===== src/rtl/fpmul_pipe.sv =====
// Three-stage pipelined binary32 multiplier, round-to-nearest-even, DAZ/FTZ.
// Optional FPMUL_FLAGS_EN adds flags[3:0] = {invalid, overflow, underflow, inexact}.
module fpmul_pipe #(
  parameter int unsigned EXP_W = 8,
  parameter int unsigned MAN_W = 23,
  localparam int unsigned DW = 1 + EXP_W + MAN_W
) (
  input  logic          clk,
  input  logic          rst_n,
  input  logic [DW-1:0] mdat1,
  input  logic [DW-1:0] mdat2,
  output logic [DW-1:0] odat
`ifdef FPMUL_FLAGS_EN
  ,
  output logic [3:0]    flags
`endif
);

  localparam int unsigned SW      = MAN_W + 1;
  localparam int unsigned PW      = 2 * SW;
  localparam int unsigned EW2     = EXP_W + 2;
  localparam int unsigned BIAS    = 2**(EXP_W-1) - 1;
  localparam int unsigned EXP_MAX = 2**EXP_W - 1;

  // Stage 1 operand classification
  logic [EXP_W-1:0] exp_a, exp_b;
  logic [MAN_W-1:0] frac_a, frac_b;
  logic             nan_a, nan_b, inf_a, inf_b, zero_a, zero_b;

  assign exp_a  = mdat1[DW-2 -: EXP_W];
  assign exp_b  = mdat2[DW-2 -: EXP_W];
  assign frac_a = mdat1[MAN_W-1:0];
  assign frac_b = mdat2[MAN_W-1:0];
  assign nan_a  = (&exp_a) & (|frac_a);
  assign nan_b  = (&exp_b) & (|frac_b);
  assign inf_a  = (&exp_a) & ~(|frac_a);
  assign inf_b  = (&exp_b) & ~(|frac_b);
  assign zero_a = (exp_a == '0);
  assign zero_b = (exp_b == '0);

  logic             s1_sign, s1_invalid, s1_inf, s1_zero;
  logic [EXP_W-1:0] s1_exp_a, s1_exp_b;
  logic [SW-1:0]    s1_sig_a, s1_sig_b;

  always_ff @(posedge clk) begin
    if (!rst_n) begin
      s1_sign    <= 1'b0;
      s1_invalid <= 1'b0;
      s1_inf     <= 1'b0;
      s1_zero    <= 1'b0;
      s1_exp_a   <= '0;
      s1_exp_b   <= '0;
      s1_sig_a   <= '0;
      s1_sig_b   <= '0;
    end else begin
      s1_sign    <= mdat1[DW-1] ^ mdat2[DW-1];
      s1_invalid <= nan_a | nan_b | (inf_a & zero_b) | (inf_b & zero_a);
      s1_inf     <= inf_a | inf_b;
      s1_zero    <= zero_a | zero_b;
      s1_exp_a   <= exp_a;
      s1_exp_b   <= exp_b;
      s1_sig_a   <= {1'b1, frac_a};
      s1_sig_b   <= {1'b1, frac_b};
    end
  end

  // Stage 2: mantissa product and biased exponent sum
  logic           s2_sign, s2_invalid, s2_inf, s2_zero;
  logic [EW2-1:0] s2_exp;
  logic [PW-1:0]  s2_prod;

  always_ff @(posedge clk) begin
    if (!rst_n) begin
      s2_sign    <= 1'b0;
      s2_invalid <= 1'b0;
      s2_inf     <= 1'b0;
      s2_zero    <= 1'b0;
      s2_exp     <= '0;
      s2_prod    <= '0;
    end else begin
      s2_sign    <= s1_sign;
      s2_invalid <= s1_invalid;
      s2_inf     <= s1_inf;
      s2_zero    <= s1_zero;
      s2_exp     <= EW2'(s1_exp_a) + EW2'(s1_exp_b) - EW2'(BIAS);
      s2_prod    <= PW'(s1_sig_a) * PW'(s1_sig_b);
    end
  end

  // Stage 3: normalize, round, range-check and pack
  logic [PW-2:0]    p_n;
  logic [MAN_W-1:0] man, man_r;
  logic [MAN_W:0]   rnd;
  logic             guard, sticky, round_up;
  logic [EW2-1:0]   exp_n, exp_r;
  logic             ovf, unf;
  logic [DW-1:0]    res;

  always_comb begin
    p_n      = s2_prod[PW-1] ? s2_prod[PW-2:0] : {s2_prod[PW-3:0], 1'b0};
    exp_n    = s2_exp + EW2'(s2_prod[PW-1]);
    man      = p_n[PW-2 -: MAN_W];
    guard    = p_n[PW-2-MAN_W];
    sticky   = |p_n[PW-3-MAN_W:0];
    round_up = guard & (sticky | man[0]);
    rnd      = {1'b0, man} + (MAN_W+1)'(round_up);
    man_r    = rnd[MAN_W-1:0];
    exp_r    = exp_n + EW2'(rnd[MAN_W]);
    ovf      = ~exp_r[EW2-1] & (exp_r >= EW2'(EXP_MAX));
    unf      = exp_r[EW2-1] | (exp_r == '0);
    res      = {s2_sign, exp_r[EXP_W-1:0], man_r};
    if (s2_invalid)   res = {1'b0, {EXP_W{1'b1}}, 1'b1, {(MAN_W-1){1'b0}}};
    else if (s2_inf)  res = {s2_sign, {EXP_W{1'b1}}, {MAN_W{1'b0}}};
    else if (s2_zero) res = {s2_sign, {(DW-1){1'b0}}};
    else if (ovf)     res = {s2_sign, {EXP_W{1'b1}}, {MAN_W{1'b0}}};
    else if (unf)     res = {s2_sign, {(DW-1){1'b0}}};
  end

  always_ff @(posedge clk) begin
    if (!rst_n) odat <= '0;
    else        odat <= res;
  end

`ifdef FPMUL_FLAGS_EN
  logic normal_c;
  assign normal_c = ~s2_invalid & ~s2_inf & ~s2_zero;

  always_ff @(posedge clk) begin
    if (!rst_n) flags <= '0;
    else flags <= {s2_invalid,
                   normal_c & ovf,
                   normal_c & ~ovf & unf,
                   normal_c & (guard | sticky | ovf | unf)};
  end
`endif

endmodule


===== config.mk =====
export PLATFORM = sky130hd
export DESIGN_NAME = fpmul_pipe
export DESIGN_NICKNAME = d
export VERILOG_FILES = /design/src/rtl/fpmul_pipe.sv
export SDC_FILE = /design/constraint.sdc
export NUM_CORES = 2
export LEC_CHECK = 0
export CAP_MARGIN = 20
export CORE_MARGIN = 2
export CORE_UTILIZATION = 25
export DETAILED_ROUTE_END_ITERATION = 16
export PLACE_DENSITY = 0.4
export SKIP_CTS_REPAIR_TIMING = 1
export SLEW_MARGIN = 10
export SYNTH_ARGS = -nofsm -noshare
export SYNTH_HDL_FRONTEND = slang
export SYNTH_SLANG_ARGS = --single-unit

===== constraint.sdc =====
create_clock -name clk -period 6.7 [get_ports clk]
set_input_delay 1.005 -clock clk [delete_from_list [all_inputs] [get_ports clk]]
set_output_delay 1.005 -clock clk [all_outputs]
set_load 0.01 [all_outputs]

## Yosys cells after proc, flatten, opt, wreduce, memory -nomap -nowiden

Cells that the tools add are included.

- Bits in writable memories: 0
- Output and inout port bits: 32
- Memories: 0
- Logic and storage cells: 64
- Memory bits (read-only): 0
- Input port bits: 66
- Bits in latches: 0
- Flip-flop bits (word level): 162

- Shifts and indexed selects: 0
- Reduce and logical (&&, ||, !) cells: 10
- Divide/modulo/power cells: 0
- Muxes and demuxes: 8
- Bitwise operators: 20
- Order comparisons: 1
- $mul: 1
- Eq/ne operators: 0
- Add/sub/neg operators: 5

Operator list:

| cell | count |
|---|---|
| $mux 31 | 5 |
| $reduce_or 23->1 | 3 |
| $mul 24x24->48 | 1 |
| $mux 24 | 2 |
| $mux 47 | 1 |
| $add 23x1->24 | 1 |
| $add 10x1->10 | 2 |
| $logic_not 8->1 | 2 |
| $reduce_and 8->1 | 2 |
| $ge 10x8->1 const B | 1 |
| $logic_not 10->1 | 1 |
| $sub 9x7->10 const B | 1 |
| $add 8x8->9 | 1 |
| $and 1x1->1 | 8 |
| $or 1x1->1 | 7 |
| $reduce_or 6->1 | 1 |
| $not 1->1 | 4 |
| $reduce_or 2->1 | 1 |
| $xor 1x1->1 | 1 |

## Depth between registers and ports, before layout

- Depth after elaboration: 13
- Mapped depth: 26
- Depth with buffers taken out: 24

## Worst setup path before layout

Ideal clock, no wire load.

- Path type: flip-flop to flip-flop
- Start point: register s1_sig_b[3]
- End point: register s2_prod[47]
- Arrival: 6.588 ns
- Setup time: 0.123 ns
- Required time: 6.577 ns
- Period minus slack after synthesis: 6.712 ns
- Buffers on the path: 1
- Slack: -0.012 ns
- Stages on the path, launching flop included: 26
- Cell sequence: dfxtp_1 clkbuf_1 nand2_1 fa_1 inv_1 fa_1 inv_1 fa_1 inv_1 fa_1 inv_1 fa_1 inv_1 fa_1 inv_1 fa_1 inv_1 ha_1 nand2_1 nor3_2 nand4_1 o2111a_1 o41ai_4 a21oi_2 o211ai_2 mux2_1

- Cells in the longest elaborated chain, start to end: 1

RTL lines:

| element | RTL line | text |
|---|---|---|
| from (decl) | 43 | `logic [SW-1:0] s1_sig_a, s1_sig_b;` |
| from (signal assigned) | 63 | `s1_sig_b <= {1'b1, frac_b};` |
| $mul 24x24->48 | 86 | `s2_prod <= PW'(s1_sig_a) * PW'(s1_sig_b);` |
| to (signal assigned) | 86 |  |
| to (decl) | 70 | `logic [PW-1:0] s2_prod;` |

No other way between the ends.
A chain may end at the register's enable or synchronous reset.

## Final worst setup path

- Start point: register s1_sig_b[12]
- End point: register s2_prod[47]

The elaborated chain is that of the path after synthesis.

==> summary.txt <==
Status
  • Status: completed

Floorplanning
  • Core ar.: 100000 sq um
  • Initial core utilization: 25.3%
  • Die ar.: 104000 sq um
  • Die width: 322 um
  • Rows: 116
  • Io pins: 98
  • DIE HEIGHT: 322 um

Synthesis
  • Post-synthesis async set-or-reset flop share: 0%
  • Largest family of logic cells by synthesized area: adder cells
  • Seq/Total Area, Yosys: 12.7%
  • Synth top area share: 38.3%
  • Synth Register Bits: 161
  • Post-Synth Simple-Gate Area: 20.2%
  • Synth Area in Adders: 47.7%
  • Number of flops mapped to enable cells by yosys: 0
  • Post-synthesis xor/xnor area fraction: 2.80%
  • Count leader, synth: inv_1
  • Count of cell types in the netlist: 73
  • Synth warn: 0
  • Mapped cell area: 25300 sq um
  • Mux share of post-synthesis cell area: 0.940%
  • Post-Syn Area per Cell: 8.99 sq um
  • Most used DFF post-synth: dfxtp_1
  • Synth area leaders: fa_1 38%, dfxtp_1 13%, and2_1 10%, ha_1 9.4%, inv_1 8.5%
  • Cells after synthesis: 2815
  • Compound-cell area share of the yosys netlist: 5.02%
  • Synth top cells by count: 572 x inv_1, 484 x fa_1, 423 x and2_1
  • Synthesized net count: 3556
  • Synth area leader: fa_1

Clocking
  • Clock buffer depth: 2
  • H-tree Lvls: 4
  • Clk Latency, worst-skew pair: 500 ps
  • CTS tree: built
  • Clock Pin Slew Worst Setup and Hold Paths: 80 ps
  • CTS Sinks: 161
  • Num CTS Buffers: 17
  • CTS root buf: clkbuf_16

STA
  • Final min period: 6690 ps
  • Max Freq: 149 MHz
  • Final hold violation count: 0
  • Count of final setup violators: 0
  • Setup Skew: 23.2 ps
  • Hold WS: 435 ps
  • Worst Tran Pin Value: 1030 ps
  • Final period util: 99.9%
  • Slew HR: 31.2%
  • RSZ-0062 raised after global routing: yes
  • Max Transition Viols Final: 0

Worst setup path
  • Crit. End Element: flop
  • Startpoint Class: flop
  • Worst path most repeated cell: fa_1
  • Worst path slowest cell: fa_1
  • Worst path max stage delay: 580 ps
  • Kind of critical path: reg2reg
  • Critical Path Fanout Max: 7
  • Req. time, crit path: 7080 ps
  • WP data arrival: 7070 ps

Power and ir drop
  • Final Power: 0.00787 W
  • Leak: 14.5 nW
  • Worst VDD drop: 0.306 mV
  • PD cells: 254 nW/um^2

Routing
  • Average wire per standard cell: 16.7 um
  • Vias: 18.6k
  • Number of remaining DRC errors: 0
  • DRT Pass-1 Iters: 6
  • Initial DRC Count: 677
  • WL final: 72.9 mm
  • Avg Vias per Cell: 4.25
  • Antenna Nets Post-Route: 0

Worst hold path
  • HP Class: reg2reg

GRT
  • Final global-route overflow total: 0
  • Total Routing Usage GR: 14.7%
  • Largest net degree at the start of global routing: 89
  • First-pass GRT wire length: 116 mm
  • Vias in the first global route: 20.4k
  • Initial antenna violation count: 5

Layout
  • Final instance area: 30900 sq um
  • P&R area growth vs syn: 22.3%
  • Layout cells sized above 1: 14.1%
  • # fillers: 10.7k
  • Total Nets Final: 3798

Placement
  • Area after DPL: 29500 sq um
  • Detail Placement HPWL: 63.1 mm
  • GPL Wtd Cong: 0.814
  • Port Buffers: 97

Run
  • Maxcap violations: 0
-- per-layer routing --
layer / vias to the layer above / GRT usage [%] / share of wire [%]
met1: 9374 / 19.7 / 47
met4: 0 / 3.02 / 1.2
li1: 8946 / - / -
met5: - / 0 / 0
met2: 197 / 25.0 / 49
met3: 39 / 2.14 / 3.0
-- final cells by class --
| class | instances | area [sq um] | share of cell area (%) |
|---|---|---|---|
| multi-input cells | 1946 | 19800 | 64.1 |
| repair buffers | 359 | 3400 | 11.0 |
| flip-flops and latches | 161 | 3330 | 10.8 |
| inverters | 572 | 2150 | 6.94 |
| well taps | 1298 | 1620 | 5.25 |
| clock buffers | 17 | 425 | 1.38 |
| clock inverters | 15 | 185 | 0.599 |
| diodes | 3 | 7.51 | 0.0243 |
-- critical path: cells and delay by family, from the launching register on --
kind	cells	cell delay (ps)
compound gates	4	990
fa+ha+maj	8	3820
buf+inv	8	540
flops	1	360
mux	1	320
simple gates	4	530
-- kinds of logic after synthesis --
group / count (synthesis)
simple gates: 977
buf+inv: 708
fa+ha+maj: 675
compound gates: 191
flops: 161
xor+xnor: 81
mux: 22
-- report_power, final --
group | internal [W] | switching, W | total, W
logic | 0.00269 | 0.00290 | 0.00560
registers | 0.00110 | 0.000133 | 0.00124
clock network | 0.000503 | 0.000530 | 0.00103
-- sequential cells by signal (all words and copies together), names as in the netlist, 8 cells and up --
name,cells
s2_prod,48
odat,32
s1_sig_a,24
s1_sig_b,23
s2_exp,10
s1_exp_a,8
s1_exp_b,8
-- worst paths after layout --
| kind | start | endpoint | slack (ps) | depth (start not counted) |
|---|---|---|---|---|
| setup / recovery | s1_sig_b[12]$_SDFF_PN0_ | s2_prod[47]$_SDFF_PN0_ | 8 | 25 |
| hold / removal | s1_inf$_SDFF_PN0_ | s2_inf$_SDFF_PN0_ | 430 | 1 |
| setup reg to reg | s1_sig_b[12]$_SDFF_PN0_ | s2_prod[47]$_SDFF_PN0_ | 8 | 25 |
| hold reg to reg | s1_inf$_SDFF_PN0_ | s2_inf$_SDFF_PN0_ | 430 | 1 |
-- cell usage in the layout, fill, tap and decap left out, types with 9 or more instances in the layout --
cell type | synthesis | layout
inv_1 | 572 | 564
fa_1 | 484 | 477
and2_1 | 423 | 419
nand2_1 | 338 | 330
buf_4 | 4 | 215
ha_1 | 191 | 175
dfxtp_1 | 161 | 123
clkdlybuf4s50_1 | 0 | 96
nor2_1 | 68 | 68
a21oi_1 | 50 | 42
xnor2_1 | 42 | 41
xor2_1 | 39 | 39
buf_12 | 0 | 28
o21ai_0 | 41 | 27
nand3_1 | 26 | 25
dfxtp_4 | 0 | 22
nor4_1 | 22 | 20
nand4_1 | 20 | 20
clkbuf_16 | 0 | 19
a21o_1 | 18 | 18
mux2i_1 | 17 | 17
and3_1 | 18 | 17
buf_6 | 0 | 16
dfxtp_2 | 0 | 16
nor3_1 | 15 | 14
ha_4 | 0 | 13
nor2b_1 | 13 | 12
nand2b_1 | 12 | 12
a211oi_1 | 13 | 12
o21ai_1 | 4 | 12
o21a_1 | 11 | 11
a31oi_1 | 12 | 10
a21oi_2 | 1 | 9
-- through the flow --
step / utilization [%] / TNS, ps / worst slack (ps) / instances
floorplan: - / 0 / 4.30 / 2815
global placement: 29.5 / -2260 / -361 / 4315
detailed placement: 29.5 / -2180 / -358 / 4315
CTS: 30.1 / -2980 / -437 / 4347
global route: 30.9 / -1580 / -204 / 4368
finish: 30.9 / 0 / 8.48 / 4371
No activity file was read; power rests on OpenSTA's default activity.
